`src/rtl/modex_pkg.sv`:
```
// Shared types and constants for the modular-exponentiation decryption sequencer.
// TIMEOUT_CYCLES is only consumed when MODEX_SEQ_TIMEOUT_EN is defined.
package modex_pkg;

  localparam int ARQ_DEF   = 16;
  localparam int ADDR_DEF  = 18;
  localparam int CNT_W_DEF = 10;

  localparam int TIMEOUT_CYCLES = 1 << 16;
  localparam int TIMEOUT_W      = $clog2(TIMEOUT_CYCLES);

  typedef enum logic [2:0] {
    ST_IDLE,
    ST_FETCH,
    ST_LAUNCH,
    ST_WAIT,
    ST_STORE,
    ST_FINISH
  } seq_state_t;

  function automatic logic seq_is_active(input seq_state_t s);
    return s != ST_IDLE;
  endfunction

endpackage

```
`src/rtl/modex_sequencer_if.sv`:
```
// Bundle of control, memory, exponentiation and plaintext-buffer signals of the sequencer.
// The err line exists only when MODEX_SEQ_TIMEOUT_EN is defined.
interface modex_sequencer_if
  import modex_pkg::*;
#(
  parameter int ARQ   = ARQ_DEF,
  parameter int ADDR  = ADDR_DEF,
  parameter int CNT_W = CNT_W_DEF
);

  logic             start;
  logic [ADDR-1:0]  base_addr;
  logic [CNT_W-1:0] num_words;
  logic [ADDR-1:0]  mem_addr;
  logic             exp_start;
  logic             exp_done;
  logic [ARQ-1:0]   exp_result;
  logic             wr_en;
  logic [CNT_W-1:0] wr_addr;
  logic [ARQ-1:0]   wr_data;
  logic             busy;
  logic             done;
`ifdef MODEX_SEQ_TIMEOUT_EN
  logic             err;
`endif

  // master: the sequencer itself; slave: the surrounding system.
  modport master (
    input  start, base_addr, num_words, exp_done, exp_result,
    output mem_addr, exp_start, wr_en, wr_addr, wr_data, busy, done
`ifdef MODEX_SEQ_TIMEOUT_EN
    , output err
`endif
  );

  modport slave (
    output start, base_addr, num_words, exp_done, exp_result,
    input  mem_addr, exp_start, wr_en, wr_addr, wr_data, busy, done
`ifdef MODEX_SEQ_TIMEOUT_EN
    , input err
`endif
  );

endinterface

```
`src/rtl/modex_watchdog.sv`:
```
// WAIT-state watchdog: counts consecutive enabled cycles and flags the last allowed one.
// Compiled only when MODEX_SEQ_TIMEOUT_EN is defined.
`ifdef MODEX_SEQ_TIMEOUT_EN
module modex_watchdog
  import modex_pkg::*;
(
  input  logic clk,
  input  logic rst,
  input  logic i_enable,
  output logic o_expired
);

  logic [TIMEOUT_W-1:0] r_count;

  always_ff @(posedge clk or posedge rst) begin
    if (rst) begin
      r_count <= '0;
    end else if (!i_enable) begin
      r_count <= '0;
    end else begin
      r_count <= r_count + 1'b1;
    end
  end

  // Asserted during the TIMEOUT_CYCLES-th consecutive enabled cycle.
  assign o_expired = i_enable && (r_count == TIMEOUT_W'(TIMEOUT_CYCLES - 1));

endmodule
`endif

```
`src/rtl/modex_sequencer.sv`:
```
// Block-decryption sequencer: fetches ciphertext words, launches the exponentiator, stores results.
// Optional WAIT watchdog and sticky err flag enabled by MODEX_SEQ_TIMEOUT_EN.
module modex_sequencer
  import modex_pkg::*;
#(
  parameter int ARQ   = ARQ_DEF,
  parameter int ADDR  = ADDR_DEF,
  parameter int CNT_W = CNT_W_DEF
)(
  input  logic clk,
  input  logic rst,
  modex_sequencer_if.master bus
);

  seq_state_t       r_state;
  seq_state_t       w_state_next;
  logic [ADDR-1:0]  r_base;
  logic [CNT_W-1:0] r_num;
  logic [CNT_W-1:0] r_index;
  logic [ADDR-1:0]  r_mem_addr;
  logic [CNT_W-1:0] r_wr_addr;
  logic [ARQ-1:0]   r_wr_data;

  logic             w_accept;
  logic             w_exp_start;
  logic             w_wr_en;
  logic             w_done;
  logic             w_timeout;
  logic [CNT_W-1:0] w_index_inc;
  logic             w_last;

  assign w_index_inc = r_index + 1'b1;
  assign w_last      = (w_index_inc == r_num);

`ifdef MODEX_SEQ_TIMEOUT_EN
  logic r_err;

  modex_watchdog u_watchdog (
    .clk       (clk),
    .rst       (rst),
    .i_enable  (r_state == ST_WAIT),
    .o_expired (w_timeout)
  );

  always_ff @(posedge clk or posedge rst) begin
    if (rst) begin
      r_err <= 1'b0;
    end else if (r_state == ST_WAIT && !bus.exp_done && w_timeout) begin
      r_err <= 1'b1;
    end
  end

  assign bus.err = r_err;
`else
  assign w_timeout = 1'b0;
`endif

  always_ff @(posedge clk or posedge rst) begin
    if (rst) begin
      r_state <= ST_IDLE;
    end else begin
      r_state <= w_state_next;
    end
  end

  always_comb begin
    w_state_next = r_state;
    w_accept     = 1'b0;
    w_exp_start  = 1'b0;
    w_wr_en      = 1'b0;
    w_done       = 1'b0;
    case (r_state)
      ST_IDLE: begin
        if (bus.start) begin
          w_accept     = 1'b1;
          w_state_next = (bus.num_words != '0) ? ST_FETCH : ST_FINISH;
        end
      end
      ST_FETCH: w_state_next = ST_LAUNCH;
      ST_LAUNCH: begin
        w_exp_start  = 1'b1;
        w_state_next = ST_WAIT;
      end
      ST_WAIT: begin
        if (bus.exp_done) begin
          w_state_next = ST_STORE;
        end else if (w_timeout) begin
          w_state_next = ST_FINISH;
        end
      end
      ST_STORE: begin
        w_wr_en      = 1'b1;
        w_state_next = w_last ? ST_FINISH : ST_FETCH;
      end
      ST_FINISH: begin
        w_done       = 1'b1;
        w_state_next = ST_IDLE;
      end
      default: w_state_next = ST_IDLE;
    endcase
  end

  always_ff @(posedge clk or posedge rst) begin
    if (rst) begin
      r_base     <= '0;
      r_num      <= '0;
      r_index    <= '0;
      r_mem_addr <= '0;
      r_wr_addr  <= '0;
      r_wr_data  <= '0;
    end else begin
      if (w_accept) begin
        r_base  <= bus.base_addr;
        r_num   <= bus.num_words;
        r_index <= '0;
        if (bus.num_words != '0) begin
          r_mem_addr <= bus.base_addr;
        end
      end
      if (r_state == ST_WAIT && bus.exp_done) begin
        r_wr_data <= bus.exp_result;
        r_wr_addr <= r_index;
      end
      // Next fetch address is computed here so FETCH sees a stable value; the add wraps.
      if (r_state == ST_STORE) begin
        r_index <= w_index_inc;
        if (!w_last) begin
          r_mem_addr <= r_base + ADDR'(w_index_inc);
        end
      end
    end
  end

  // busy covers the acceptance cycle itself, hence the combinational start term.
  assign bus.busy      = seq_is_active(r_state) | (w_accept & ~rst);
  assign bus.mem_addr  = r_mem_addr;
  assign bus.exp_start = w_exp_start;
  assign bus.wr_en     = w_wr_en;
  assign bus.wr_addr   = r_wr_addr;
  assign bus.wr_data   = r_wr_data;
  assign bus.done      = w_done;

endmodule

```
`src/flat_wrapper.sv`:
```
// flat-port wrapper written by rule: the top's interface ports become plain ports
module modex_sequencer_flat import modex_pkg::*;
#(
  parameter int ARQ   = ARQ_DEF,
  parameter int ADDR  = ADDR_DEF,
  parameter int CNT_W = CNT_W_DEF
)
  (clk, rst, bus_start, bus_base_addr, bus_num_words, bus_exp_done, bus_exp_result, bus_mem_addr, bus_exp_start, bus_wr_en, bus_wr_addr, bus_wr_data, bus_busy, bus_done);
  modex_sequencer_if #(.ARQ(ARQ), .ADDR(ADDR), .CNT_W(CNT_W)) bus_i ();
  input  logic clk;
  input  logic rst;
  input wire logic [$bits(bus_i.start)-1:0] bus_start;
  input wire logic [$bits(bus_i.base_addr)-1:0] bus_base_addr;
  input wire logic [$bits(bus_i.num_words)-1:0] bus_num_words;
  input wire logic [$bits(bus_i.exp_done)-1:0] bus_exp_done;
  input wire logic [$bits(bus_i.exp_result)-1:0] bus_exp_result;
  output wire logic [$bits(bus_i.mem_addr)-1:0] bus_mem_addr;
  output wire logic [$bits(bus_i.exp_start)-1:0] bus_exp_start;
  output wire logic [$bits(bus_i.wr_en)-1:0] bus_wr_en;
  output wire logic [$bits(bus_i.wr_addr)-1:0] bus_wr_addr;
  output wire logic [$bits(bus_i.wr_data)-1:0] bus_wr_data;
  output wire logic [$bits(bus_i.busy)-1:0] bus_busy;
  output wire logic [$bits(bus_i.done)-1:0] bus_done;
  assign bus_i.start = bus_start;
  assign bus_i.base_addr = bus_base_addr;
  assign bus_i.num_words = bus_num_words;
  assign bus_i.exp_done = bus_exp_done;
  assign bus_i.exp_result = bus_exp_result;
  assign bus_mem_addr = bus_i.mem_addr;
  assign bus_exp_start = bus_i.exp_start;
  assign bus_wr_en = bus_i.wr_en;
  assign bus_wr_addr = bus_i.wr_addr;
  assign bus_wr_data = bus_i.wr_data;
  assign bus_busy = bus_i.busy;
  assign bus_done = bus_i.done;
  modex_sequencer #(.ARQ(ARQ), .ADDR(ADDR), .CNT_W(CNT_W)) u_core (.clk(clk), .rst(rst), .bus(bus_i));
endmodule
```
`config.mk`:
```
export PLATFORM = sky130hd
export DESIGN_NAME = modex_sequencer_flat
export DESIGN_NICKNAME = d
export VERILOG_FILES = /design/src/rtl/modex_pkg.sv /design/src/rtl/modex_sequencer_if.sv /design/src/rtl/modex_watchdog.sv /design/src/rtl/modex_sequencer.sv /design/src/flat_wrapper.sv
export SDC_FILE = /design/constraint.sdc
export NUM_CORES = 1
export LEC_CHECK = 0
export BUFFER_PORTS_ARGS = -buffer_cell sky130_fd_sc_hd__buf_4
export CAP_MARGIN = 0
export CORE_MARGIN = 1.5
export CORE_UTILIZATION = 30
export DETAILED_ROUTE_END_ITERATION = 10
export RECOVER_POWER = 25
export SLEW_MARGIN = 5
export SYNTH_ARGS = -nofsm -noshare
export SYNTH_HDL_FRONTEND = slang
export SYNTH_SLANG_ARGS = --single-unit
```
`constraint.sdc`:
```
create_clock -name clk -period 3.7 [get_ports clk]
set_input_delay 0.555 -clock clk [delete_from_list [all_inputs] [get_ports clk]]
set_output_delay 0.555 -clock clk [all_outputs]
set_load 0.01 [all_outputs]
```
==> results.md <==
* Setup TNS at 0 ns
* Post-route DRC violation count at 0
* Drt wl/cell at between 15 and 20 um
* Post-Syn Area at about 0.0048 mm2
* Sequential fraction of the synthesis area at 0.447
* Total CTS buffers at 9
* R2r endpoint: u_core.bus.mem_addr[13]$_DFF_PP0_
* Vias at around 3,700
* Status: finished, violations left
* Pre-antenna DRT Iters at 4
* Final Slew Violations at 36
* Worst-path clk slew at 0.07 ns
* Critical Path AT at between 3 and 4 ns
* Unrepaired setup endpoints after global routing: false
* Crit. path cell count at 10
* Share of the synthesized area in the top cell type at 0.447
* Clk sinks at 85
* Initial antenna violation count at 0
* Max_slew headroom at -0.116
* Worst skew pair latency at 0.35 ns
* Drt total wl at ~12,000 um
* Worst-case reg-to-reg path depth at 10
* CTS tree: done
* Syn Area/Cell at roughly 10 um2
* # rows at 45
* First-pass GRT wire length at about 19,000 um
* Post_cts resized at 0
* Die Wd at 129 um
* Crit share post-route at 0.813
* Crit-path most repeated cell: ha_1
* Max Fclk at 0.332 GHz
* Hold Vio Cnt, Final at 0
* Post-Synthesis Cells at approximately 470
* Leak at approximately 2.7 nW
* Proportion of layout cells with a drive suffix above 1 at 0.274
* Final net count at 616
* IR Drop Worst-Case VDD at about 0.0004 V
* Yosys Warn Count at 0
* Most frequent cell after synthesis: nand2_1
* Final min period at around 3.0 ns
* Reg2reg setup slack at between 0.6 and 0.7 ns
* MaxCap Viol Count at 1
* Crit-path leading delay family: adder cells
* Synth async-reset ratio at 1.00
* Critical path required time at 3.93 ns
* Critical Path Start: u_core.r_index[0]$_DFFE_PP0P_
* Power Density at 764 mW/mm2
* Clk buf depth at 2
* Worst-Margin Slew at 1.66 ns
* Critical Path Slowest Stage Cell: dfrtp_1
* Non-filler cells, final at between 700 and 800
* Hold Buf Count CTS at 0
* CP startpoint kind: flip-flop
* Top FF cell, synth: dfrtp_1
* Post-route ant nets at 0
* Die H at 129 um
* Cell taking the most area after synthesis: dfrtp_1
* Synth cell types at about 60
* Placer congestion estimate at 0.900
* Flops & latches, synth at 85
* Net Count, Synth at roughly 530
* Clk_skew at a little over 0.01 ns
* Tot GR Track Use at 0.147
* Crit Path Category: flip-flop to flip-flop
* H-tree depth at 3
* Violations in the final reports: max-capacitance violations, max-slew violations
* Initial Utilization at 0.310
* Worst-path fanout max at 7
* Clock Tree Root: clkbuf_16
* Antenna Cells at 0
* Top post-synthesis cells by count: nand2_1, dfrtp_1, mux2i_1
* Core Area at about 0.015 mm2
* Num ports at 96
* Vias per cell at 4.82
* Sum of buffers and inverters on the critical path at 0
* P&R area growth vs syn at 23.1%
* Synth top area cells: dfrtp_1, nand2_1, mux2i_1
* Post-CTS setup buffer count at 0
* Grt total ovfl at 0
* Critical Path, Cell by Cell: ha_1, nand3_1, or2_2, xnor2_1, ha_1, a21oi_1, o211ai_1, o2111ai_1, xor2_1, mux2i_1
* Crit path largest cell delay at ~0.5 ns
* Number of global-route vias before repair at 3,683
* Post-DP HPWL at 8680 um
* # setup viols final at 0
* Largest net degree at the start of global routing at 36
* Initial DRC count at 148
* EDFF count, synth at 0
* IO buf count at 95
* End of the critical path: u_core.bus.mem_addr[13]$_DFF_PP0_
* DIE AREA at 0.0166 mm2
* R2R Path Start: u_core.r_index[0]$_DFFE_PP0P_
* Dpl cells at ~760
* Hold Crit Class: primary input to flip-flop
* Setup crit end kind: flip-flop
[per-stage QoR]
| stage | utilization | area [um2] | setup slack (ns) | hold WS, ns | power, mW |
|---|---|---|---|---|---|
| floorplan | - | 4760 | 0.952 | 0.450 | 2.87 |
| global placement | 0.363 | 5570 | 0.859 | 0.465 | 3.56 |
| detailed placement | 0.363 | 5570 | 0.788 | 0.476 | 3.60 |
| CTS | 0.382 | 5870 | 0.696 | 0.301 | 4.54 |
| global route | 0.382 | 5860 | 0.476 | 0.401 | 4.82 |
| finish | 0.382 | 5860 | 0.692 | 0.407 | 4.48 |
[logic make-up (layout without fill, tap and decap cells)]
family	after synthesis	in the layout	share of synthesized area
buffers and inverters	37	129	0.0583
AO/OA/AOI/OAI	63	63	0.0820
adder cells (fa/ha/maj)	13	13	0.0357
AND/OR/NAND/NOR	174	174	0.171
multiplexers	61	61	0.137
XOR/XNOR	34	34	0.0691
flip-flops	85	85	0.447
[registers in the layout (all words and copies together) (netlist names)]
name / cells
u_core.bus.mem_addr: 18
u_core.bus.wr_addr: 10
u_core.bus.wr_data: 16
u_core.r_base: 18
u_core.r_index: 10
u_core.r_num: 10
u_core.r_state: 3
[routing by layer]
layer	vias to the layer above	routed length [um]	global-route usage
met3	18	558	0.0366
met5	-	0	0
met2	106	5670	0.247
met4	0	292	0.0582
li1	1790	-	-
met1	1794	5030	0.182
[report_power, final]
part	switching (mW)	total, mW	internal, mW
clock network	0.372	0.912	0.540
registers	0.361	1.69	1.33
logic	0.927	1.88	0.953
total	1.66	4.48	2.82
[worst min path at each step]
stage | startpoint | to | slack (ns) | depth (start not counted)
after floorplan | u_core.r_base[0]$_DFFE_PP0P_ | u_core.r_base[0]$_DFFE_PP0P_ | 0.45 | 2
final | bus_base_addr[17] | u_core.r_base[17]$_DFFE_PP0P_ | 0.41 | 3
after detailed placement | u_core.r_base[3]$_DFFE_PP0P_ | u_core.r_base[3]$_DFFE_PP0P_ | 0.48 | 2
after CTS | rst | u_core.r_state[0]$_DFFE_PP0P_ | 0.30 | 2
after global routing | bus_num_words[2] | u_core.r_num[2]$_DFFE_PP0P_ | 0.40 | 3
after global placement | u_core.r_base[0]$_DFFE_PP0P_ | u_core.r_base[0]$_DFFE_PP0P_ | 0.47 | 2
[tightest hold or removal path: stages]
cell and delay, ns:
buf_4 0.09, nand2_1 0.04, nand2_1 0.05
[cells in the final DEF (no fill, tap or decap), drive strengths merged, types with 12 or more instances in the layout]
| master | count |
|---|---|
| nand2 | 107 |
| buf | 100 |
| dfrtp | 85 |
| mux2i | 33 |
| mux2 | 28 |
| o21ai | 18 |
| xor2 | 17 |
| nor2 | 16 |
| xnor2 | 15 |
| a21oi | 15 |
| ha | 12 |
| inv | 12 |
| nand3 | 12 |
| clkbuf | 12 |
[layout make-up]
type	instances	area, um2
clock buffers	10	239
clock inverters	5	60.1
fillers	1541	9510
inverters	12	46.3
multi-input cells	345	2370
flip-flops and latches	85	2130
well taps	211	264
repair buffers	102	758
No activity file was read; power rests on OpenSTA's default activity.
